## src/rtl/uart_tx_sequencer.sv

```systemverilog
// Byte-stream to AXI write sequencer for a UART slave: issues the setup write after
// reset, then forwards each accepted byte as a single-beat write to the TX data register.
package uart_tx_sequencer_pkg;

    typedef struct packed {
        logic [3:0]  aw_id;
        logic [31:0] aw_addr;
        logic [7:0]  aw_len;
        logic [2:0]  aw_size;
        logic [1:0]  aw_burst;
        logic [2:0]  aw_prot;
        logic        aw_valid;
        logic [31:0] w_data;
        logic [3:0]  w_strb;
        logic        w_last;
        logic        w_valid;
        logic        b_ready;
        logic [3:0]  ar_id;
        logic [31:0] ar_addr;
        logic [7:0]  ar_len;
        logic [2:0]  ar_size;
        logic [1:0]  ar_burst;
        logic [2:0]  ar_prot;
        logic        ar_valid;
        logic        r_ready;
    } s_axi_mosi_t;

    typedef struct packed {
        logic        aw_ready;
        logic        w_ready;
        logic [3:0]  b_id;
        logic [1:0]  b_resp;
        logic        b_valid;
        logic        ar_ready;
        logic [3:0]  r_id;
        logic [31:0] r_data;
        logic [1:0]  r_resp;
        logic        r_last;
        logic        r_valid;
    } s_axi_miso_t;

endpackage

module uart_tx_sequencer
    import uart_tx_sequencer_pkg::*;
#(
    parameter logic [30:0] SETUP_VAL   = 31'd25,
    parameter logic [31:0] SETUP_ADDR  = 32'h0,
    parameter logic [31:0] TXDATA_ADDR = 32'hC
) (
    input  logic        clk,
    input  logic        rst,
    input  logic        s_valid_i,
    input  logic [7:0]  s_data_i,
    output logic        s_ready_o,
    output s_axi_mosi_t axi_mosi,
    input  s_axi_miso_t axi_miso,
    output logic        cfg_done_o,
    output logic        busy_o,
    output logic [7:0]  err_cnt_o
);

    typedef enum logic [2:0] {
        CFG_REQ = 3'd0,
        CFG_RSP = 3'd1,
        IDLE    = 3'd2,
        WR_REQ  = 3'd3,
        WR_RSP  = 3'd4
    } state_t;

    state_t     state_r, state_s;
    logic       aw_valid_r, w_valid_r, aw_done_r, w_done_r;
    logic       aw_valid_s, w_valid_s, aw_done_s, w_done_s;
    logic       b_ready_r, s_ready_r, busy_r, cfg_done_r;
    logic [7:0] data_r, err_cnt_r;
    logic       aw_hs_s, w_hs_s, b_hs_s, b_err_s;
    logic       unused_s;

    function automatic logic [7:0] sat_inc(input logic [7:0] v);
        logic [7:0] res;
        if (v == 8'hFF) begin
            res = v;
        end else begin
            res = v + 8'd1;
        end
        return res;
    endfunction

    assign aw_hs_s  = aw_valid_r & axi_miso.aw_ready;
    assign w_hs_s   = w_valid_r & axi_miso.w_ready;
    assign b_hs_s   = b_ready_r & axi_miso.b_valid;
    assign b_err_s  = b_hs_s & (axi_miso.b_resp != 2'b00);
    assign unused_s = ^{axi_miso.b_id, axi_miso.ar_ready, axi_miso.r_id, axi_miso.r_data,
                        axi_miso.r_resp, axi_miso.r_last, axi_miso.r_valid};

    // Next-state logic; valid=0 with done=0 in a request state means "not yet launched"
    always_comb begin
        state_s    = state_r;
        aw_valid_s = aw_valid_r;
        w_valid_s  = w_valid_r;
        aw_done_s  = aw_done_r;
        w_done_s   = w_done_r;
        case (state_r)
            CFG_REQ, WR_REQ: begin
                if (aw_valid_r) begin
                    aw_valid_s = ~axi_miso.aw_ready;
                end else begin
                    aw_valid_s = ~aw_done_r;
                end
                if (w_valid_r) begin
                    w_valid_s = ~axi_miso.w_ready;
                end else begin
                    w_valid_s = ~w_done_r;
                end
                aw_done_s = aw_done_r | aw_hs_s;
                w_done_s  = w_done_r | w_hs_s;
                if (aw_done_s && w_done_s) begin
                    aw_done_s = 1'b0;
                    w_done_s  = 1'b0;
                    if (state_r == CFG_REQ) begin
                        state_s = CFG_RSP;
                    end else begin
                        state_s = WR_RSP;
                    end
                end else begin
                    state_s = state_r;
                end
            end
            CFG_RSP, WR_RSP: begin
                if (b_hs_s) begin
                    state_s = IDLE;
                end else begin
                    state_s = state_r;
                end
            end
            IDLE: begin
                if (s_valid_i) begin
                    state_s    = WR_REQ;
                    aw_valid_s = 1'b1;
                    w_valid_s  = 1'b1;
                end else begin
                    state_s = state_r;
                end
            end
            default: begin
                state_s    = CFG_REQ;
                aw_valid_s = 1'b0;
                w_valid_s  = 1'b0;
                aw_done_s  = 1'b0;
                w_done_s   = 1'b0;
            end
        endcase
    end

    // State, handshake tracking and registered status outputs
    always_ff @(posedge clk) begin
        if (!rst) begin
            state_r    <= CFG_REQ;
            aw_valid_r <= 1'b0;
            w_valid_r  <= 1'b0;
            aw_done_r  <= 1'b0;
            w_done_r   <= 1'b0;
            b_ready_r  <= 1'b0;
            s_ready_r  <= 1'b0;
            busy_r     <= 1'b1;
            cfg_done_r <= 1'b0;
            err_cnt_r  <= 8'h00;
            data_r     <= 8'h00;
        end else begin
            state_r    <= state_s;
            aw_valid_r <= aw_valid_s;
            w_valid_r  <= w_valid_s;
            aw_done_r  <= aw_done_s;
            w_done_r   <= w_done_s;
            b_ready_r  <= (state_s == CFG_RSP) || (state_s == WR_RSP);
            s_ready_r  <= (state_s == IDLE);
            busy_r     <= (state_s != IDLE);
            if (b_hs_s && (state_r == CFG_RSP)) begin
                cfg_done_r <= 1'b1;
            end
            if (b_err_s) begin
                err_cnt_r <= sat_inc(err_cnt_r);
            end
            if (s_valid_i && s_ready_r) begin
                data_r <= s_data_i;
            end
        end
    end

    // AXI request fields; everything not driven here stays zero
    always_comb begin
        axi_mosi          = '0;
        axi_mosi.aw_addr  = (state_r == CFG_REQ) ? SETUP_ADDR : TXDATA_ADDR;
        axi_mosi.aw_size  = 3'b010;
        axi_mosi.aw_burst = 2'b01;
        axi_mosi.aw_valid = aw_valid_r;
        axi_mosi.w_data   = (state_r == CFG_REQ) ? {1'b0, SETUP_VAL} : {24'h000000, data_r};
        axi_mosi.w_strb   = 4'hF;
        axi_mosi.w_last   = w_valid_r;
        axi_mosi.w_valid  = w_valid_r;
        axi_mosi.b_ready  = b_ready_r;
        axi_mosi.r_ready  = 1'b1;
    end

    assign s_ready_o  = s_ready_r;
    assign cfg_done_o = cfg_done_r;
    assign busy_o     = busy_r;
    assign err_cnt_o  = err_cnt_r;

endmodule

```

## config.mk

```make
export PLATFORM = sky130hd
export DESIGN_NAME = uart_tx_sequencer
export DESIGN_NICKNAME = d
export VERILOG_FILES = /design/src/rtl/uart_tx_sequencer.sv
export SDC_FILE = /design/constraint.sdc
export NUM_CORES = 1
export LEC_CHECK = 0
export BUFFER_PORTS_ARGS = -buffer_cell sky130_fd_sc_hd__buf_4
export CAP_MARGIN = 25
export CORE_AREA = 2 2 85 87
export CTS_BUF_LIST = sky130_fd_sc_hd__clkbuf_8
export DETAILED_ROUTE_END_ITERATION = 7
export DIE_AREA = 0 0 87 89
export PLACE_DENSITY = 0.8
export SLEW_MARGIN = 20
export SYNTH_ARGS = -nofsm -noshare
export SYNTH_HDL_FRONTEND = slang
export SYNTH_SLANG_ARGS = --single-unit
```

## constraint.sdc

```tcl
create_clock -name clk -period 2.48 [get_ports clk]
set_input_delay 0.496 -clock clk [delete_from_list [all_inputs] [get_ports clk]]
set_output_delay 0.496 -clock clk [all_outputs]
set_load 0.05 [all_outputs]
```

==> flow_summary.html <==
<table>
<tr><th>Metric</th><th>Value</th></tr>
<tr><th colspan="2">Cells and area</th></tr>
<tr><td>Count of placed standard cells in the final layout, fillers left out</td><td>422</td></tr>
<tr><td>Number of filler instances in the final layout</td><td>696</td></tr>
<tr><td>Net count reported at finish</td><td>405</td></tr>
<tr><td>Share of final-layout standard cells stronger than drive strength 1</td><td>18.42%</td></tr>
<tr><td>Utilization after layout</td><td>35.29%</td></tr>
<tr><td>Antenna cell count</td><td>0</td></tr>
<tr><td>Relative area change from synthesis to final layout</td><td>-5.862%</td></tr>
<tr><th colspan="2">STA</th></tr>
<tr><td>Max-slew violation count</td><td>0</td></tr>
<tr><td>Sum Neg Setup Slack</td><td>0 ns</td></tr>
<tr><td>Final min period</td><td>2.188 ns</td></tr>
<tr><td>FMAX</td><td>0.4569 GHz</td></tr>
<tr><td>Setup-violating endpoint count in the final report</td><td>0</td></tr>
<tr><td>RSZ-0062 raised after global routing</td><td>no</td></tr>
<tr><td>Slew @ Worst Pin</td><td>0.6473 ns</td></tr>
<tr><td>Fin crit share</td><td>88.24%</td></tr>
<tr><td>Relative max-transition margin</td><td>56.79%</td></tr>
<tr><td>Final hold violation count</td><td>0</td></tr>
<tr><td>Final setup skew</td><td>0.009988 ns</td></tr>
<tr><th colspan="2">Clocking</th></tr>
<tr><td>Level count of the clock H-tree</td><td>1</td></tr>
<tr><td>Later-pin clock latency in the skew report</td><td>0.28 ns</td></tr>
<tr><td>Clock tree from TritonCTS</td><td>done</td></tr>
<tr><td>Buffer count from post-CTS setup fixing</td><td>0</td></tr>
<tr><td>Quantity of hold-fixing buffers added after cts</td><td>0</td></tr>
<tr><td>Number of buffers on the longest clock path</td><td>2</td></tr>
<tr><td>Clock sink count</td><td>27</td></tr>
<tr><td>CTS Root Cell</td><td>clkbuf_8</td></tr>
<tr><td>Clock-pin slew on the worst setup and hold paths</td><td>0.11 ns</td></tr>
<tr><td>CTS buffer count</td><td>3</td></tr>
<tr><td>Post-cts sizing count</td><td>0</td></tr>
<tr><th colspan="2">Synth</th></tr>
<tr><td>Combinational family with the most area after synthesis</td><td>buffers and inverters</td></tr>
<tr><td>Number of enable-type register cells in the synthesized netlist</td><td>0</td></tr>
<tr><td>Cell type with the highest aggregate area in the netlist</td><td>buf_4</td></tr>
<tr><td>Gate count after technology mapping</td><td>312</td></tr>
<tr><td>Synth cell types</td><td>49</td></tr>
<tr><td>Main area contributors after synthesis</td><td>buf_4, dfxtp_1, nand2_1</td></tr>
<tr><td>YS warnings</td><td>0</td></tr>
<tr><td>Share of synthesized area occupied by flip-flops and latches</td><td>21.46%</td></tr>
<tr><td>Synth Area in Compound Gates</td><td>15.50%</td></tr>
<tr><td>Flip-flop and latch count after synthesis</td><td>27</td></tr>
<tr><td>Most used standard cell by instance count after synthesis</td><td>buf_4</td></tr>
<tr><td>Mux cell area share after synthesis</td><td>1.292%</td></tr>
<tr><td>Fraction of post-synthesis cell area in the top cell type by area</td><td>41.43%</td></tr>
<tr><td>Post-synthesis simple-gate area fraction</td><td>15.65%</td></tr>
<tr><td>Mean Syn Cell Area</td><td>8.073 um^2</td></tr>
<tr><td>Adder-cell share of the synthesized area</td><td>0.4968%</td></tr>
<tr><td>Top cells by count, synth</td><td>buf_4, dfxtp_1, nand2_1</td></tr>
<tr><td>Commonest register cell after synthesis</td><td>dfxtp_1</td></tr>
<tr><td>Synthesized cell area</td><td>2519 um^2</td></tr>
<tr><td>Ys async rst share</td><td>0%</td></tr>
<tr><td>Post-Synth XOR/XNOR Area</td><td>1.043%</td></tr>
<tr><th colspan="2">Setup path</th></tr>
<tr><td>Class of the most critical setup path</td><td>flip-flop to output pin</td></tr>
<tr><td>Critical path launch point type</td><td>flip-flop</td></tr>
<tr><td>Critical Path AT</td><td>1.69 ns</td></tr>
<tr><td>Critical Path Slowest Stage Cell</td><td>dfxtp_1</td></tr>
<tr><td>CP peak stage delay</td><td>0.75 ns</td></tr>
<tr><td>Combined buffer and inverter count along the critical path</td><td>1</td></tr>
<tr><td>Kind of cell with the highest combined delay on the critical path</td><td>flip-flops</td></tr>
<tr><td>Critical path, cell by cell</td><td>nor3_4, or2_2, buf_4</td></tr>
<tr><td>Worst path required time</td><td>1.98 ns</td></tr>
<tr><td>CP max FO</td><td>18</td></tr>
<tr><td>Critical Path End Type</td><td>output pin</td></tr>
<tr><th colspan="2">Placement</th></tr>
<tr><td>Number of port buffers</td><td>40</td></tr>
<tr><td>Detailed Place HPWL</td><td>3369 um</td></tr>
<tr><td>Post-Place Cells</td><td>418</td></tr>
<tr><td>GP Congestion</td><td>0.7960</td></tr>
<tr><th colspan="2">Global route</th></tr>
<tr><td>Largest net degree at the start of global routing</td><td>19</td></tr>
<tr><td>First-pass GRT wire length</td><td>6030 um</td></tr>
<tr><td>Global route overflow</td><td>0</td></tr>
<tr><td>Total routing usage reported by global routing</td><td>9.679%</td></tr>
<tr><td>Initial antenna violation count</td><td>0</td></tr>
<tr><td>Vias in the first global route</td><td>1340</td></tr>
<tr><th colspan="2">Route</th></tr>
<tr><td>Average routed wire per standard cell</td><td>9.981 um</td></tr>
<tr><td>Routed Antenna Nets</td><td>0</td></tr>
<tr><td>Drc violations</td><td>0</td></tr>
<tr><td>Number of optimization iterations in the first detailed-route pass</td><td>4</td></tr>
<tr><td>Number of vias per cell after detailed routing</td><td>4.043</td></tr>
<tr><td>Total detailed-routing wirelength</td><td>4212 um</td></tr>
<tr><td>Number of vias after detailed routing</td><td>1706</td></tr>
<tr><td>Initial DRC Count</td><td>45</td></tr>
<tr><th colspan="2">Floorplan</th></tr>
<tr><td>Effective utilization at floorplan</td><td>37.49%</td></tr>
<tr><td>Total die area</td><td>7743 um^2</td></tr>
<tr><td>IO Pins</td><td>218</td></tr>
<tr><td>Area inside the core boundary</td><td>6719 um^2</td></tr>
<tr><td>Row Count</td><td>30</td></tr>
<tr><td>Die span in x</td><td>87 um</td></tr>
<tr><td>Die height</td><td>89 um</td></tr>
<tr><th colspan="2">Power</th></tr>
<tr><td>PD cells</td><td>659.4 nW/um^2</td></tr>
<tr><td>Peak supply drop</td><td>0.2638 mV</td></tr>
<tr><td>Cell leakage power</td><td>1.160 nW</td></tr>
<tr><th colspan="2">Outcome</th></tr>
<tr><td>Outcome</td><td>finished clean</td></tr>
<tr><th colspan="2">Hold path</th></tr>
<tr><td>Hold Path Class</td><td>flip-flop to flip-flop</td></tr>
<tr><th colspan="2">Job</th></tr>
<tr><td>Max-cap violation count</td><td>0</td></tr>
</table>
## kinds of logic (layout without fill, tap and decap cells)
family | after synthesis | after routing
buffers and inverters | 150 | 50
adders and majority gates | 1 | 1
muxes | 2 | 2
xor gates and xnor gates | 3 | 3
DFF | 27 | 27
other | 2 | 132
AOI/OAI and AO/OA | 53 | 53
and+or+nand+nor | 74 | 74
## path summary, 6_finish.rpt
kind	slack (ns)	cells after the start	to	from
setup / recovery	0.29	3	axi_mosi[61]	state_r[0]
hold / removal	0.46	2	data_r[6]	data_r[6]
setup reg to reg	0.86	4	aw_valid_r	state_r[0]
hold reg to reg	0.46	2	data_r[6]	data_r[6]
## worst reg2reg max path, stage by stage (launching register included)
cell and delay [ns]:
dfxtp_1 0.75, nor3_4 0.16, a211oi_2 0.28, nor2_1 0.07, o31a_1 0.27
## stage by stage
stage	hold slack [ns]	power, W	setup WS, ns	instance area [um^2]
after CTS	0.4584	0.001574	0.2568	2371
final	0.4569	0.001563	0.2915	2371
after detailed placement	0.4427	0.001306	0.5840	2322
after global routing	0.4530	0.001641	0.1568	2371
after global placement	0.4378	0.001298	0.6118	2322
after floorplan	0.4316	0.001397	0.6408	3007
## sequential cells by signal, indices dropped and copies added (netlist names)
register and count:
aw_done_r 1, aw_valid_r 1, b_ready_r 1, busy_o 1
cfg_done_o 1, data_r 8, err_cnt_o 8, s_ready_o 1
state_r 3, w_done_r 1, w_valid_r 1
## cell type report
type                    count  area, um^2  area share (%)
clock inverters             1       7.507          0.3166
repair buffers             42       315.3           13.30
well taps                  80       100.1           4.222
multi-input cells         265        1351           56.99
clock buffers               3       41.29           1.741
inverters                   4       15.01          0.6332
flip-flops and latches     27       540.5           22.80
## where the power goes
part | switching (W) | internal (W) | total [W]
clock | 0.000151 | 0.000114 | 0.000265
sequential | 0.0000436 | 0.000458 | 0.000502
combinational | 0.000666 | 0.000130 | 0.000796
total | 0.000861 | 0.000703 | 0.00156
## per-layer routing
metal | vias up | wire [um] | GRT usage, %
met1 | 769 | 1621 | 11.37
met5 | - | 0 | 0
met4 | 0 | 39 | 2.841
li1 | 833 | - | -
met2 | 102 | 2156 | 18.11
met3 | 2 | 395 | 1.477
## placed cells by master (no fill, tap or decap), types with 3 or more instances in the layout
| cell | n |
|---|---|
| a21oi_1 | 13 |
| o31ai_1 | 3 |
| o31a_1 | 3 |
| nand2_1 | 22 |
| conb_1 | 132 |
| clkbuf_8 | 3 |
| and3_1 | 3 |
| nor2_1 | 10 |
| a31oi_1 | 3 |
| o21ai_0 | 8 |
| nand3_1 | 16 |
| or2_2 | 3 |
| inv_1 | 3 |
| nor2b_1 | 11 |
| dfxtp_1 | 27 |
| nor3_2 | 3 |
| buf_4 | 42 |
Note: power is estimated with default switching activity, not from simulation.
